**src/rtl/bit_decoder_pkg.sv**
```systemverilog
// Shared op codes, widths and payload types for the bit decoder and ff1/fl1 finder logic.
package bit_decoder_pkg;

    localparam int unsigned INDEX_W = 6;
    localparam int unsigned DATA_W  = 32;
    localparam int unsigned POS_W   = 5;

    typedef enum logic [2:0] {
        OP_ONEHOT    = 3'b000,
        OP_SET       = 3'b001,
        OP_CLEAR     = 3'b010,
        OP_TOGGLE    = 3'b011,
        OP_MASK_LOW  = 3'b100,
        OP_MASK_HIGH = 3'b101,
        OP_ISOLATE   = 3'b110,
        OP_RSVD      = 3'b111
    } bitOpT;

    typedef struct packed {
        bitOpT               op;
        logic [INDEX_W-1:0]  index;
        logic [DATA_W-1:0]   operand;
    } bitReqT;

    // ff1 encoding of a word: lowest set bit position + 1, or 0 when the word is empty.
    function automatic logic [INDEX_W-1:0] ff1Index(input logic [DATA_W-1:0] word);
        ff1Index = '0;
        for (int i = int'(DATA_W) - 1; i >= 0; i--) begin
            if (word[i]) begin
                ff1Index = INDEX_W'(i + 1);
            end
        end
    endfunction

endpackage

```
**src/rtl/bit_mask_gen.sv**
```systemverilog
// Turns a 1-based bit index into its one-hot, low mask and high mask words.
module bit_mask_gen
    import bit_decoder_pkg::*;
(
    input  logic [INDEX_W-1:0] index,
    output logic [DATA_W-1:0]  oh,
    output logic [DATA_W-1:0]  mask_low,
    output logic [DATA_W-1:0]  mask_high,
    output logic               index_bad
);

    localparam logic [DATA_W-1:0] ALL_ONES = '1;
    localparam logic [POS_W-1:0]  TOP_POS  = POS_W'(DATA_W - 1);

    logic [POS_W-1:0] bitPos;

    // Index 0 and out-of-range indices produce empty masks.
    always_comb begin
        oh        = '0;
        mask_low  = '0;
        mask_high = '0;
        index_bad = (index > INDEX_W'(DATA_W));
        bitPos    = POS_W'(index - INDEX_W'(1));
        if (!index_bad && (index != '0)) begin
            oh        = DATA_W'(1) << bitPos;
            mask_low  = ALL_ONES >> (TOP_POS - bitPos);
            mask_high = ALL_ONES << bitPos;
        end
    end

endmodule

```
**src/rtl/bit_decoder.sv**
```systemverilog
// Two-stage bit-manipulation pipeline: stage 1 holds the request, stage 2 the result.
module bit_decoder
    import bit_decoder_pkg::*;
#(
    parameter int unsigned INVALID_PASS = 1
)
(
    input  logic                clock,
    input  logic                reset,
    input  logic                in_valid,
    output logic                in_ready,
    input  logic [INDEX_W-1:0]  in_index,
    input  logic [DATA_W-1:0]   in_operand,
    input  logic [2:0]          in_op,
    output logic                out_valid,
    input  logic                out_ready,
    output logic [DATA_W-1:0]   out_result,
    output logic                out_invalid
);

    logic               s1Valid;
    bitReqT             s1Req;
    bitReqT             newReq;
    logic               accept;
    logic               advance;
    logic [DATA_W-1:0]  maskOh;
    logic [DATA_W-1:0]  maskLow;
    logic [DATA_W-1:0]  maskHigh;
    logic               maskBad;
    logic [DATA_W-1:0]  calcResult;
    logic               calcInvalid;

    // Room exists whenever either stage is empty or the output drains this edge.
    assign in_ready = ~s1Valid | ~out_valid | out_ready;
    assign accept   = in_valid & in_ready;
    assign advance  = s1Valid & (~out_valid | out_ready);

    assign newReq.op      = bitOpT'(in_op);
    assign newReq.index   = in_index;
    assign newReq.operand = in_operand;

    bit_mask_gen uMaskGen (
        .index     (s1Req.index),
        .oh        (maskOh),
        .mask_low  (maskLow),
        .mask_high (maskHigh),
        .index_bad (maskBad)
    );

    // Apply the selected operation to the stage-1 request.
    always_comb begin
        calcInvalid = maskBad || (s1Req.op == OP_RSVD);
        calcResult  = '0;
        if (calcInvalid) begin
            calcResult = (INVALID_PASS != 0) ? s1Req.operand : '0;
        end else begin
            case (s1Req.op)
                OP_ONEHOT:    calcResult = maskOh;
                OP_SET:       calcResult = s1Req.operand | maskOh;
                OP_CLEAR:     calcResult = s1Req.operand & ~maskOh;
                OP_TOGGLE:    calcResult = s1Req.operand ^ maskOh;
                OP_MASK_LOW:  calcResult = maskLow;
                OP_MASK_HIGH: calcResult = maskHigh;
                OP_ISOLATE:   calcResult = s1Req.operand & maskOh;
                default:      calcResult = '0;
            endcase
        end
    end

    // Stage 1: capture an accepted request; a same-edge accept replaces the one moving on.
    always_ff @(posedge clock) begin
        if (reset) begin
            s1Valid <= 1'b0;
            s1Req   <= '0;
        end else if (accept) begin
            s1Valid <= 1'b1;
            s1Req   <= newReq;
        end else if (advance) begin
            s1Valid <= 1'b0;
        end
    end

    // Stage 2: register the result and hold it until the consumer takes it.
    always_ff @(posedge clock) begin
        if (reset) begin
            out_valid   <= 1'b0;
            out_result  <= '0;
            out_invalid <= 1'b0;
        end else if (advance) begin
            out_valid   <= 1'b1;
            out_result  <= calcResult;
            out_invalid <= calcInvalid;
        end else if (out_ready) begin
            out_valid   <= 1'b0;
        end
    end

endmodule

```
**config.mk**
```make
export PLATFORM = sky130hd
export DESIGN_NAME = bit_decoder
export DESIGN_NICKNAME = d
export VERILOG_FILES = /design/src/rtl/bit_decoder_pkg.sv /design/src/rtl/bit_mask_gen.sv /design/src/rtl/bit_decoder.sv
export SDC_FILE = /design/constraint.sdc
export NUM_CORES = 1
export LEC_CHECK = 0
export ABC_CLOCK_PERIOD_IN_PS = 4210
export CAP_MARGIN = 20
export CELL_PAD_IN_SITES_DETAIL_PLACEMENT = 0
export CELL_PAD_IN_SITES_GLOBAL_PLACEMENT = 1
export CORE_MARGIN = 3
export CORE_UTILIZATION = 42
export DETAILED_ROUTE_END_ITERATION = 12
export GPL_ROUTABILITY_DRIVEN = 1
export PLACE_DENSITY = 0.81
export SYNTH_ARGS = -nofsm -noshare
export SYNTH_HDL_FRONTEND = slang
export SYNTH_HIERARCHICAL = 1
export SYNTH_SLANG_ARGS = --single-unit
```
**constraint.sdc**
```tcl
create_clock -name clock -period 4.21 [get_ports clock]
set_input_delay 0.6315 -clock clock [delete_from_list [all_inputs] [get_ports clock]]
set_output_delay 0.6315 -clock clock [all_outputs]
set_load 0.02 [all_outputs]
```
==> results summary <==
The flow ran to the end, and the final reports show no timing, DRC or antenna violations. The number of sinks driven by the clock tree is 76. Among the stages of the critical path, the cell type that occurs most often is sky130_fd_sc_hd__inv_1. The worst-margin pin slew came out at 1.03 ns.

The highest layer touched by signal routing is met4. The number of cells produced by synthesis is 927. The initial cell density of the core is 43.7%. Across the VDD grid, the largest voltage drop is 0.211 mV. The count of cells along the worst hold path came out at 2. The worst register-to-register path has a depth of 11. Of the total synthesized cell area, the portion taken by AND, OR, NAND and NOR gates is 18.3%. The signal on the critical path passes through inv_1 > ha_1 > nor3b_1 > nand3b_1 > a211oi_1 > inv_1 > ha_1 > inv_1 > mux2i_1 > a221oi_1 > o211ai_1. Row generation in the floorplan step produced 45 rows. The highest clock rate came out at 267 MHz.

TritonCTS built the clock tree. After clock tree synthesis, the setup repair step added 0 buffers. The final net count came out at 1034.

STA classifies the critical path endpoint as a flop. The area growth from synthesis to layout is 17.0%. The mean instance size in the synthesized netlist came out at 7.33 um2. The critical path is of the reg2reg type.

The register-to-register path setup slack came out at 0.47 ns. The core box area is 0.0155 mm2. After detailed routing, the number of remaining DRC violations is 0. The net count after synthesis came out at 1012. The clock transition at the registers of the reported paths came out at 0.06 ns. The number of vias per cell after detailed routing came out at 5.86.

The final-report hold violation count was 0. Data on the critical path is required at its endpoint by 4.45 ns. The synthesized design contains 0 enable-type register cells. Along the worst path, the maximum fanout reaches 14. The capture point of the worst reg-to-reg path is out_result[21]$_SDFFE_PP0P_. For this design the static power due to leakage is 0.00294 uW. The number of synthesized register bits came out at 76. The largest incremental delay on the critical path came out at 0.70 ns. The final weighted congestion in routability-driven placement came out at 0.948. The final routed wire length divided by cell count is 19.1 um. Setup repair after global routing left no endpoint under its margin. No sink is reached through more buffers than the 2 on the longest clock path. Together, buffers and inverters on the worst path number 3. The first global-routing pass estimated 34.9 mm of wire.

The post-CTS resize count is 0. The clock latency at the later pin of the worst-skew pair came out at 0.36 ns. The first-pass detailed-route iteration total is 5. The worst hold path begins at s1Req[2]$_SDFFE_PP0P_.

The fraction of the mapped netlist area in compound gates came out at 28.0%. Buffers placed on the I/O ports in this run total 79. The overall routing resource usage came out at 24.5%. After synthesis, the share of flip-flops with an asynchronous set or reset is 0%. The number of antenna violations at the first check in global routing came to 0. In this run the tightest slew margin relative to its limit is 31.3%. The minimum clock period came out at 3.74 ns. The power after layout came out at 2370 uW. Measured against the total synthesized area, the mux share comes to 10.7%.

The H-tree depth came out at 3. For this run the aggregate overflow at the end of global routing stands at 0. The final setup violation count came out at 0. After detailed routing, the met3 layer carries 1.22 mm of wire.

The area enclosed by the die boundary is 0.0177 mm2. The summed instance area of the synthesized netlist came out at 0.00680 mm2. After the first detailed-routing iteration, the DRC count stood at 558. The worst path arrival time is 3.98 ns.

The final critical path takes up 89.0% of the cycle. The number of max-slew violations in the final report is 0. For this run, the number of Yosys warnings is 6. The number of buffers created by CTS is 9. The tightest min-delay check is of the reg2reg type. The timing startpoint of the critical path is s1Req[32]$_SDFFE_PP0P_. The most common flop cell mapped by yosys is sky130_fd_sc_hd__dfxtp_1. The synthesized netlist contains 60 unique library cells. The worst clock skew on the final layout is 0.00848 ns. The post-route setup TNS is 0 ns. Summed over all layers, the routed wires come to 22.3 mm.

The area share of xor/xnor cells in the synthesized design came out at 0.644%. Of the synthesized area, sequential elements account for 22.4%. Cells with a size suffix above 1 make up 7.86% of the layout.

The kind of cell adding the most delay to the critical path is simple AND/OR/NAND/NOR gates. The max-cap violation count is 0. The number of ports placed on the die boundary is 80. The post-route antenna net violation count is 0. The adder and majority gate portion of the synthesized area came out at 7.36%. The slowest stage of the critical path belongs to the cell sky130_fd_sc_hd__a211oi_1. The total power per unit cell area came out at 298 mW/mm2.

The number of vias after detailed routing came out at 6831. The number of hold buffers added after CTS was 0. The largest net degree at the start of global routing came out at 48. Clock tree synthesis selected as its root buffer the cell sky130_fd_sc_hd__clkbuf_16. The width of the die is 133 um. The number of global-route vias before repair was 6213. The routed design uses 9.96 mm of met2 wire. The number of diodes added for antenna fixing came out at 0. The post-detailed-placement half-perimeter wirelength is 15.2 mm. By area, the combinational part of the netlist is dominated by compound AO/OA/AOI/OAI gates. The worst register-to-register path begins at s1Req[32]$_SDFFE_PP0P_.

After detailed routing, the wire length on met1 is 10.6 mm. The filler cells instantiated in the layout total 1583. The path with the worst hold slack has its endpoint at s1Req[2]$_SDFFE_PP0P_. Hold timing on the final database bottoms out at a slack of 0.472 ns. The startpoint class of the critical path is a flop.

The height of the chip is 133 um.
-- power breakdown --
group	leakage (uW)	total [uW]	switching, uW	internal, uW
Sequential	0.000622	797	44.8	752
Combinational	0.00217	726	443	283
Clock	0.000153	849	330	519
-- tightest hold or removal path: stages (launching register included) --
cell and delay, ns:
sky130_fd_sc_hd__dfxtp_1 0.32, sky130_fd_sc_hd__nand2_1 0.05, sky130_fd_sc_hd__a21oi_1 0.05
-- placed cells by master, fill, tap and decap left out, types with 2 or more instances in the layout --
master,count
sky130_fd_sc_hd__nand2b_1,9
sky130_fd_sc_hd__mux2_2,16
sky130_fd_sc_hd__ha_1,40
sky130_fd_sc_hd__o21a_1,16
sky130_fd_sc_hd__a32oi_1,16
sky130_fd_sc_hd__nor3b_1,2
sky130_fd_sc_hd__nor3_2,3
sky130_fd_sc_hd__buf_4,23
sky130_fd_sc_hd__nand2_1,130
sky130_fd_sc_hd__nand3b_1,10
sky130_fd_sc_hd__nor2b_1,8
sky130_fd_sc_hd__bufinv_16,2
sky130_fd_sc_hd__a221oi_1,16
sky130_fd_sc_hd__o21ai_1,5
sky130_fd_sc_hd__a21oi_1,84
sky130_fd_sc_hd__o211ai_1,63
sky130_fd_sc_hd__inv_1,99
sky130_fd_sc_hd__nor3_1,9
sky130_fd_sc_hd__mux2i_1,55
sky130_fd_sc_hd__a31oi_1,7
sky130_fd_sc_hd__nand4_1,3
sky130_fd_sc_hd__and3b_1,8
sky130_fd_sc_hd__o22ai_1,2
sky130_fd_sc_hd__o21ai_0,7
sky130_fd_sc_hd__o21bai_1,2
sky130_fd_sc_hd__and2_1,2
sky130_fd_sc_hd__clkdlybuf4s50_1,78
sky130_fd_sc_hd__dfxtp_1,75
sky130_fd_sc_hd__nand3_1,8
sky130_fd_sc_hd__nor2_1,55
sky130_fd_sc_hd__a211oi_1,21
sky130_fd_sc_hd__a22oi_1,24
sky130_fd_sc_hd__xnor2_1,3
sky130_fd_sc_hd__clkinv_2,2
sky130_fd_sc_hd__or3_1,3
sky130_fd_sc_hd__clkbuf_16,9
sky130_fd_sc_hd__a21boi_0,4
-- Yosys cell counts (10+ instances only) --
library cell                 n  share of area [%]
sky130_fd_sc_hd__nand3b_1   10                1.1
sky130_fd_sc_hd__mux2i_1    55                8.1
sky130_fd_sc_hd__clkbuf_1   30                1.7
sky130_fd_sc_hd__o211ai_1   63                7.0
sky130_fd_sc_hd__a211oi_1   21                2.3
sky130_fd_sc_hd__nand2_1   130                7.2
sky130_fd_sc_hd__a32oi_1    16                2.1
sky130_fd_sc_hd__a21oi_1    86                6.3
sky130_fd_sc_hd__ha_1       40                7.4
sky130_fd_sc_hd__nor3_1     10               0.74
sky130_fd_sc_hd__mux2_2     16                2.7
sky130_fd_sc_hd__buf_2      46                3.4
sky130_fd_sc_hd__a221oi_1   16                2.1
sky130_fd_sc_hd__nor2_1     56                3.1
sky130_fd_sc_hd__inv_1      99                5.5
sky130_fd_sc_hd__dfxtp_1    76                 22
sky130_fd_sc_hd__o21a_1     16                1.8
sky130_fd_sc_hd__a22oi_1    24                2.7
-- worst max path at each step --
stage	endpoint	slack (ns)	cells past startpoint
final	out_result[21]$_SDFFE_PP0P_	0.47	11
after global routing	out_result[21]$_SDFFE_PP0P_	0.12	11
after global placement	out_result[21]$_SDFFE_PP0P_	0.54	11
after detailed placement	out_result[21]$_SDFFE_PP0P_	0.52	11
after floorplan	out_result[23]$_SDFFE_PP0P_	1.09	15
after CTS	out_result[21]$_SDFFE_PP0P_	0.52	11
-- state kept, by name, summed over array words and instances, names as in the netlist --
signal,flops
s1Req,41
out_result,32
out_invalid,1
out_valid,1
s1Valid,1
-- through the flow --
step | utilization (%) | area (um2) | std cells | worst slack, ns
detailed placement | 49.0 | 7610 | 1148 | 0.520
finish | 51.2 | 7960 | 1165 | 0.465
global placement | 49.0 | 7610 | 1148 | 0.538
CTS | 51.0 | 7930 | 1164 | 0.522
global route | 51.2 | 7960 | 1165 | 0.118
floorplan | - | 6800 | 927 | 1.09
-- final cells by class --
type,count,area (um2),area share (%)
Clock buffer,10,229,2.88
Tap cell,211,264,3.32
Clock inverter,6,86.3,1.09
Inverter,100,375,4.72
Timing Repair Buffer,104,1010,12.6
Sequential cell,76,1520,19.1
Multi-Input combinational cell,658,4470,56.2
-- routing by layer --
metal | track usage [%] | up-vias
met1 | 34.7 | 3279
met2 | 38.0 | 217
met5 | 0 | -
met3 | 4.27 | 34
met4 | 7.60 | 0
li1 | - | 3301
-- logic make-up after synthesis --
group,after synthesis
XOR/XNOR,5
AO/OA/AOI/OAI,278
buffers and inverters,193
multiplexers,71
adder cells (fa/ha/maj),40
flip-flops,76
AND/OR/NAND/NOR,264
Note: power is estimated with default switching activity, not from simulation.
